`src/rtl/free_list_ctrl.sv`:
```
// rtl/free_list_ctrl.sv - physical register free list with branch checkpoints
// Circular list of free pregs; head/tail carry an extra wrap bit so full and empty differ.
module free_list_ctrl #(
  parameter int NUM_ENTRIES = 32,
  parameter int PHY_REG_W   = 6,
  parameter int NUM_CKPT    = 4,
  localparam int PTR_W      = $clog2(NUM_ENTRIES),
  localparam int CK_W       = $clog2(NUM_CKPT)
) (
  input  logic                 clk_i,
  input  logic                 rstn_i,
  input  logic                 alloc_req_i,
  output logic                 alloc_ready_o,
  output logic [PHY_REG_W-1:0] alloc_preg_o,
  input  logic                 free_valid_i,
  input  logic [PHY_REG_W-1:0] free_preg_i,
  input  logic                 ckpt_take_i,
  output logic [CK_W-1:0]      ckpt_id_o,
  output logic                 ckpt_full_o,
  input  logic                 ckpt_delete_i,
  input  logic                 recover_i,
  input  logic [CK_W-1:0]      recover_id_i,
  output logic [PTR_W-1:0]     head_o,
  output logic [PTR_W-1:0]     tail_o,
  output logic [PTR_W:0]       num_o
);

  localparam logic [PTR_W:0] FULL_NUM = (PTR_W+1)'(NUM_ENTRIES);
  localparam logic [PTR_W:0] PTR_ONE  = (PTR_W+1)'(1);
  localparam logic [CK_W-1:0] CK_ONE  = CK_W'(1);

  logic [PHY_REG_W-1:0] entry [NUM_ENTRIES];
  logic [PTR_W:0]       ckpt_head [NUM_CKPT];
  logic [PTR_W:0]       head_ext, tail_ext, num, head_nxt;
  logic [CK_W-1:0]      ckpt_wr, ckpt_rd, rec_rel;
  logic [CK_W:0]        ckpt_cnt;
  logic                 alloc_go, free_go, take_go, del_go;

  assign num      = tail_ext - head_ext;
  assign alloc_go = alloc_req_i && (num != '0) && !recover_i;
  // A full list can only absorb a free when an allocation leaves the same cycle.
  assign free_go  = free_valid_i && (free_preg_i != '0) && ((num != FULL_NUM) || alloc_go);
  assign take_go  = ckpt_take_i && !ckpt_full_o && !recover_i;
  assign del_go   = ckpt_delete_i && (ckpt_cnt != '0) && !recover_i;
  assign head_nxt = alloc_go ? head_ext + PTR_ONE : head_ext;
  assign rec_rel  = recover_id_i - ckpt_rd;

  assign alloc_ready_o = (num != '0);
  assign alloc_preg_o  = entry[head_ext[PTR_W-1:0]];
  assign head_o        = head_ext[PTR_W-1:0];
  assign tail_o        = tail_ext[PTR_W-1:0];
  assign num_o         = num;
  assign ckpt_id_o     = ckpt_wr;
  assign ckpt_full_o   = (ckpt_cnt == (CK_W+1)'(NUM_CKPT));

  always_ff @(posedge clk_i or negedge rstn_i) begin
    if (!rstn_i) begin
      for (int i = 0; i < NUM_ENTRIES; i++) entry[i] <= PHY_REG_W'(NUM_ENTRIES + i);
      for (int i = 0; i < NUM_CKPT; i++) ckpt_head[i] <= '0;
      head_ext <= '0;
      tail_ext <= FULL_NUM;
      ckpt_wr  <= '0;
      ckpt_rd  <= '0;
      ckpt_cnt <= '0;
    end else begin
      if (free_go) begin
        entry[tail_ext[PTR_W-1:0]] <= free_preg_i;
        tail_ext <= tail_ext + PTR_ONE;
      end
      if (recover_i) begin
        // Restored checkpoint and every younger one are dropped.
        head_ext <= ckpt_head[recover_id_i];
        ckpt_wr  <= recover_id_i;
        ckpt_cnt <= {1'b0, rec_rel};
      end else begin
        head_ext <= head_nxt;
        if (take_go) begin
          ckpt_head[ckpt_wr] <= head_nxt;
          ckpt_wr <= ckpt_wr + CK_ONE;
        end
        if (del_go) ckpt_rd <= ckpt_rd + CK_ONE;
        ckpt_cnt <= ckpt_cnt + (CK_W+1)'(take_go) - (CK_W+1)'(del_go);
      end
    end
  end

  always @(posedge clk_i) begin
    if (rstn_i) begin
      assert (!(free_valid_i && (free_preg_i != '0) && !free_go));
      assert (!(ckpt_take_i && ckpt_full_o && !recover_i));
      assert (!recover_i || ({1'b0, rec_rel} < ckpt_cnt));
    end
  end

endmodule

```
`config.mk`:
```
export PLATFORM = sky130hd
export DESIGN_NAME = free_list_ctrl
export DESIGN_NICKNAME = d
export VERILOG_FILES = /design/src/rtl/free_list_ctrl.sv
export SDC_FILE = /design/constraint.sdc
export NUM_CORES = 1
export LEC_CHECK = 0
export BUFFER_PORTS_ARGS = -buffer_cell sky130_fd_sc_hd__buf_2
export CAP_MARGIN = 20
export CORE_MARGIN = 10
export CORE_UTILIZATION = 55
export CTS_CLUSTER_DIAMETER = 80
export CTS_CLUSTER_SIZE = 24
export DETAILED_ROUTE_END_ITERATION = 12
export GPL_TIMING_DRIVEN = 0
export HOLD_SLACK_MARGIN = 0.08
export PLACE_DENSITY = 0.78
export SYNTH_ARGS = -nofsm -noshare
export SYNTH_HDL_FRONTEND = slang
export SYNTH_SLANG_ARGS = --single-unit
```
`constraint.sdc`:
```
create_clock -name clk_i -period 8.55 [get_ports clk_i]
set_input_delay 1.2825 -clock clk_i [delete_from_list [all_inputs] [get_ports clk_i]]
set_output_delay 1.2825 -clock clk_i [all_outputs]
set_load 0.1 [all_outputs]
```
### Yosys cells after proc, flatten, opt, wreduce, memory -nomap -nowiden

Index checks and enable logic that the tools add are counted.

| word-level totals | value |
|---|---|
| output and inout port bits | 26 |
| register bits | 235 |
| word-level logic and storage cells | 98 |

| operators by class | value |
|---|---|
| reductions and logical operators | 19 |
| mux-type cells | 17 |
| bitwise gates (word level) | 5 |
| equality and inequality tests | 2 |
| order comparisons | 6 |
| add/sub/neg operators | 8 |

Operators with widths:

| operator | number |
|---|---|
| bitwise mux 192 bit | 1 |
| 2-to-1 mux 6 bit | 8 |
| binary-select mux 6 bit (select 5 bit) | 1 |
| demux 6 bit (select 5 bit) | 1 |
| bitwise mux 24 bit | 1 |
| adder 6 x 1 -> 6 bit, second input constant | 2 |
| binary-select mux 6 bit (select 2 bit) | 1 |
| demux 6 bit (select 2 bit) | 1 |
| >= comparator 6 bit, second input constant | 2 |
| inverter 5 -> 6 bit | 2 |
| nonzero test 6 bit | 2 |
| logical AND 1 bit | 10 |
| >= comparator 3 bit, second input constant | 2 |
| less-than comparator 6 x 1 -> 1 bit, second input constant | 1 |
| != test 6 bit, second input constant | 1 |
| inverter 2 -> 3 bit | 2 |
| subtractor 6 bit | 1 |
| adder 2 x 1 -> 2 bit, second input constant | 2 |
| 2-to-1 mux 2 bit | 2 |
| AND reduction 2 bit | 2 |
| adder 3 x 1 -> 3 bit | 1 |
| == test 3 bit, second input constant | 1 |
| less-than comparator 3 x 1 -> 1 bit, second input constant | 1 |
| 2-to-1 mux 3 bit | 1 |
| 7 further kinds | 8 |

### Longest topological paths before layout

| depth | value |
|---|---|
| word-level depth | 7 |
| depth in mapped cells | 13 |
| mapped depth without buffers | 10 |

### Worst setup path before layout

OpenSTA, ideal clock, no wires.

| timing path | value |
|---|---|
| path type | reg-to-output |
| start point | reg head_ext[1] |
| end point | out alloc_ready_o |
| stages on the path, launching flop included | 10 |
| arrival time | 4.150 ns |
| path slack | 3.118 ns |
| cell sequence | dfrtp_1 clkbuf_1 clkbuf_1 inv_1 ha_1 nand2b_1 a21oi_1 xor2_1 nor3_1 nand2_1 |

| on the way | value |
|---|---|
| longest elaborated chain between the ends | 2 |

RTL lines:

| element | RTL line | text |
|---|---|---|
| start: declaration | 34 | `logic [PTR_W:0] head_ext, tail_ext, num, head_nxt;` |
| start signal: assignment | 72 | `head_ext <= ckpt_head[recover_id_i];` |
| start signal: assignment | 76 | `head_ext <= head_nxt;` |
| subtractor 6 bit | 39 | `assign num = tail_ext - head_ext;` |
| net num_o[3] | 25 | `output logic [PTR_W:0] num_o` |
| nonzero test 6 bit | 48 | `assign alloc_ready_o = (num != '0);` |
| end: declaration | 13 | `output logic alloc_ready_o,` |

The timed path passes the listed nets, and every way through them passes these cells.

### Final worst setup path

| timing path | value |
|---|---|
| start point | reg head_ext[0] |
| end point | out alloc_preg_o[2] |

| on the way | value |
|---|---|
| longest elaborated chain between the ends | 4 |

RTL lines:

| element | RTL line | text |
|---|---|---|
| inverter 5 -> 6 bit (implied by the code) | 49 | `assign alloc_preg_o = entry[head_ext[PTR_W-1:0]];` |
| binary-select mux 6 bit (select 5 bit) | 49 |  |
| 2-to-1 mux 6 bit (implied by the code) (2 in a row) | 49 |  |
| end: declaration | 14 | `output logic [PHY_REG_W-1:0] alloc_preg_o,` |

Every way passes these cells. The select of a mux whose other input is x is not followed.

==> metrics.txt <==
required time worst endpoint=7.27 ns; vias in the first global route=around 7000; Worst R2R Start=head_ext[1]$_DFF_PN0_; Final setup viols=0; fin. max-slew vios=0; Fin Setup TNS=0 ns; Setup Crit Path Kind=flop to output pin; # fillers=roughly 1600; hold_sp=ckpt_head[4]$_DFFE_PN0P_; CTS tree=yes; Least-Margin Pin Slew=1.03 ns; TritonRoute pass-1 iters=4; die height=between 150 and 200 µm; Final min period=between 5 and 6 ns; most frequent cell after synthesis=mux2_2; worst skew pair latency=between 0.4 and 0.5 ns; CTS H-tree lvls=1; MaxCap Viol Count=0; Reg2Reg Depth=12; CTS Sinks=approximately 240; register area=6020 µm²; syn_nets=around 830; Seq cells post-synth=235; Syn-to-layout area delta=8.96%; Post-synth top cells=mux2_2 (130), dfrtp_1 (122), dfstp_2 (113); number of CTS-inserted buffers=14; Critical Path End=alloc_preg_o[2]; synthesized area per cell=roughly 15 µm²; Worst R2R Setup Slack=4.28 ns; wire per inst=about 23 µm; Boundary Pins=between 40 and 50; first-pass GRT wire length=between 40000 and 50000 µm; placeable core area=21000 µm²; initial antenna violation count=0; multi-input logic area=about 5300 µm²; fmax=199 MHz; Final nets=882; antenna cells=0; Crit Path Max Fanout=10; reg2reg end=entry[13]$_DFFE_PN0P_; ys flop type=dfrtp_1; Fin. Hold Viols=0; Cell variety after synth=44; Die W=about 170 µm; gate count of the mapped netlist=792; outcome=complete, no violations; area leader, netlist=dfrtp_1; Initial Util=55.7%; Slew headroom=31.7%; drt total wl=25900 µm; Overflow after GRT=0; Fin Clk Skew=~0.013 ns; total track usage=between 15 and 20%; hold_buf cts=0; Critical path origin=head_ext[0]$_DFF_PN0_; num rows=53; HP Class=flop to flop; clock tree buffer depth=3; port buffer count=38; vias per cell=5.95; largest net degree at the start of global routing=just over 100; DR DRC count=0; CP arrival=approximately 3.7 ns; fin crit share=between 50% and 60%; Die Area=27400 µm²; post-synthesis async set-or-reset flop share=100%; CTS clock-pin slew for the worst setup and hold paths=0.09 ns; hpwl dp=roughly 19000 µm; CTS root buf=clkbuf_16; Synth area leaders=dfrtp_1 (26%), dfstp_2 (25%), mux4_2 (13%); Ys Warns=0; antenna viol nets, final=0; share of cells above drive strength 1=between 40 and 50%; Critical Path End Type=output pin; top cell type's share of synthesized area=a little over a quarter; post-CTS resize count=0; Cell Area, Synth=between 10000 and 15000 µm²; via count=6724; initial DRC count=a little under 500; Post-synth EDFFs=0; RSZ-0062 raised after global routing=no; GPL Wtd Cong=around 0.9; nature of the critical path startpoint=flop; Setup Fix Bufs, Post-CTS=0; sequential area share after synthesis=roughly 52%
[registers in the layout, indices dropped and copies added, names as in the netlist]
register / count
entry: 192
ckpt_head: 24
head_ext: 6
tail_ext: 6
ckpt_cnt: 3
ckpt_id_o: 2
ckpt_rd: 2
[logic make-up (layout without fill, tap and decap cells)]
group           count (synthesis)  in the layout  synth area share (%)
xor+xnor                       21             21                  1.64
buf+inv                        74            138                  3.02
flops                         235            235                  51.6
compound gates                 54             54                  2.78
fa+ha+maj                      19             19                  2.17
simple gates                  127            127                  7.16
mux                           262            262                  31.6
[layout make-up]
| cell class | count | area share, % |
|---|---|---|
| Tap cell | 275 | 2.71 |
| Buffer | 55 | 2.21 |
| Timing Repair Buffer | 40 | 2.01 |
| Clock buffer | 20 | 3.27 |
| Sequential cell | 235 | 47.4 |
| Inverter | 19 | 0.561 |
| Clock inverter | 4 | 0.246 |
| Multi-Input combinational cell | 483 | 41.6 |
[critical path: stages (launching register included)]
cell and delay (ns):
dfrtp_1 0.48, clkbuf_1 0.31, buf_1 0.81, mux4_2 0.65, mux4_2 0.52, nand2_1 0.11
nand2_1 0.08, buf_2 0.29
[metal layers]
layer  share of wire, %  global-route usage (%)  wire length [µm]
met1                 44                    25.1             11300
met2                 47                    29.6             12200
met3                6.2                    4.05              1600
met4                3.1                    5.51               791
met5                  0                       0                 0
[stage by stage]
step                cell area, µm²  setup WS (ns)  utilization, %  hold slack [ns]  cells
CTS                          12700           3.46            60.7            0.486   1131
floorplan                    11700           3.12               -            0.445    792
global route                 12700           3.29            60.7            0.499   1131
global placement             12200           2.19            58.2            0.458   1105
finish                       12700           3.53            60.7            0.484   1131
detailed placement           12300           4.01            58.6            0.466   1107
[placed cells by master (no fill, tap or decap), types with 2 or more instances in the layout]
cell type  netlist  routed
a31oi_1          4       4
xor2_1           6       6
buf_2            2      39
mux2i_1          2       2
dfrtp_1        122     122
or3_1            2       2
buf_16           0       2
inv_1           18      18
fa_1             2       2
inv_6            0       3
dfstp_2        113     113
nor2b_1          3       3
xnor2_1         14      14
buf_6            2       2
mux4_2          66      66
a211oi_1         2       2
nand3_1          4       4
a21boi_0         2       2
nor2_1          14      14
nor3_2          18      18
ha_1            17      17
nor3_4           7       7
clkbuf_1        33      37
o21ai_0         25      25
buf_1            6       6
a21oi_1         15      15
buf_4           11      11
mux2_2         130     130
nor3b_4          7       7
nand2b_1         9       9
nor3_1           2       2
clkbuf_16        0      16
mux2_1          64      64
nand2_1         57      57
[worst min path at each step]
stage / depth (start not counted) / end / slack [ns]
final: 2 / ckpt_head[4]$_DFFE_PN0P_ / 0.48
after global routing: 1 / entry[80]$_DFFE_PN0P_ / 0.50
after CTS: 2 / ckpt_head[9]$_DFFE_PN0P_ / 0.49
after detailed placement: 2 / ckpt_head[9]$_DFFE_PN0P_ / 0.47
after global placement: 2 / ckpt_head[10]$_DFFE_PN0P_ / 0.46
after floorplan: 2 / ckpt_head[10]$_DFFE_PN0P_ / 0.44
Power is not shown: default switching activity piles up to over one toggle a cycle in this logic, so the estimate is an artifact.
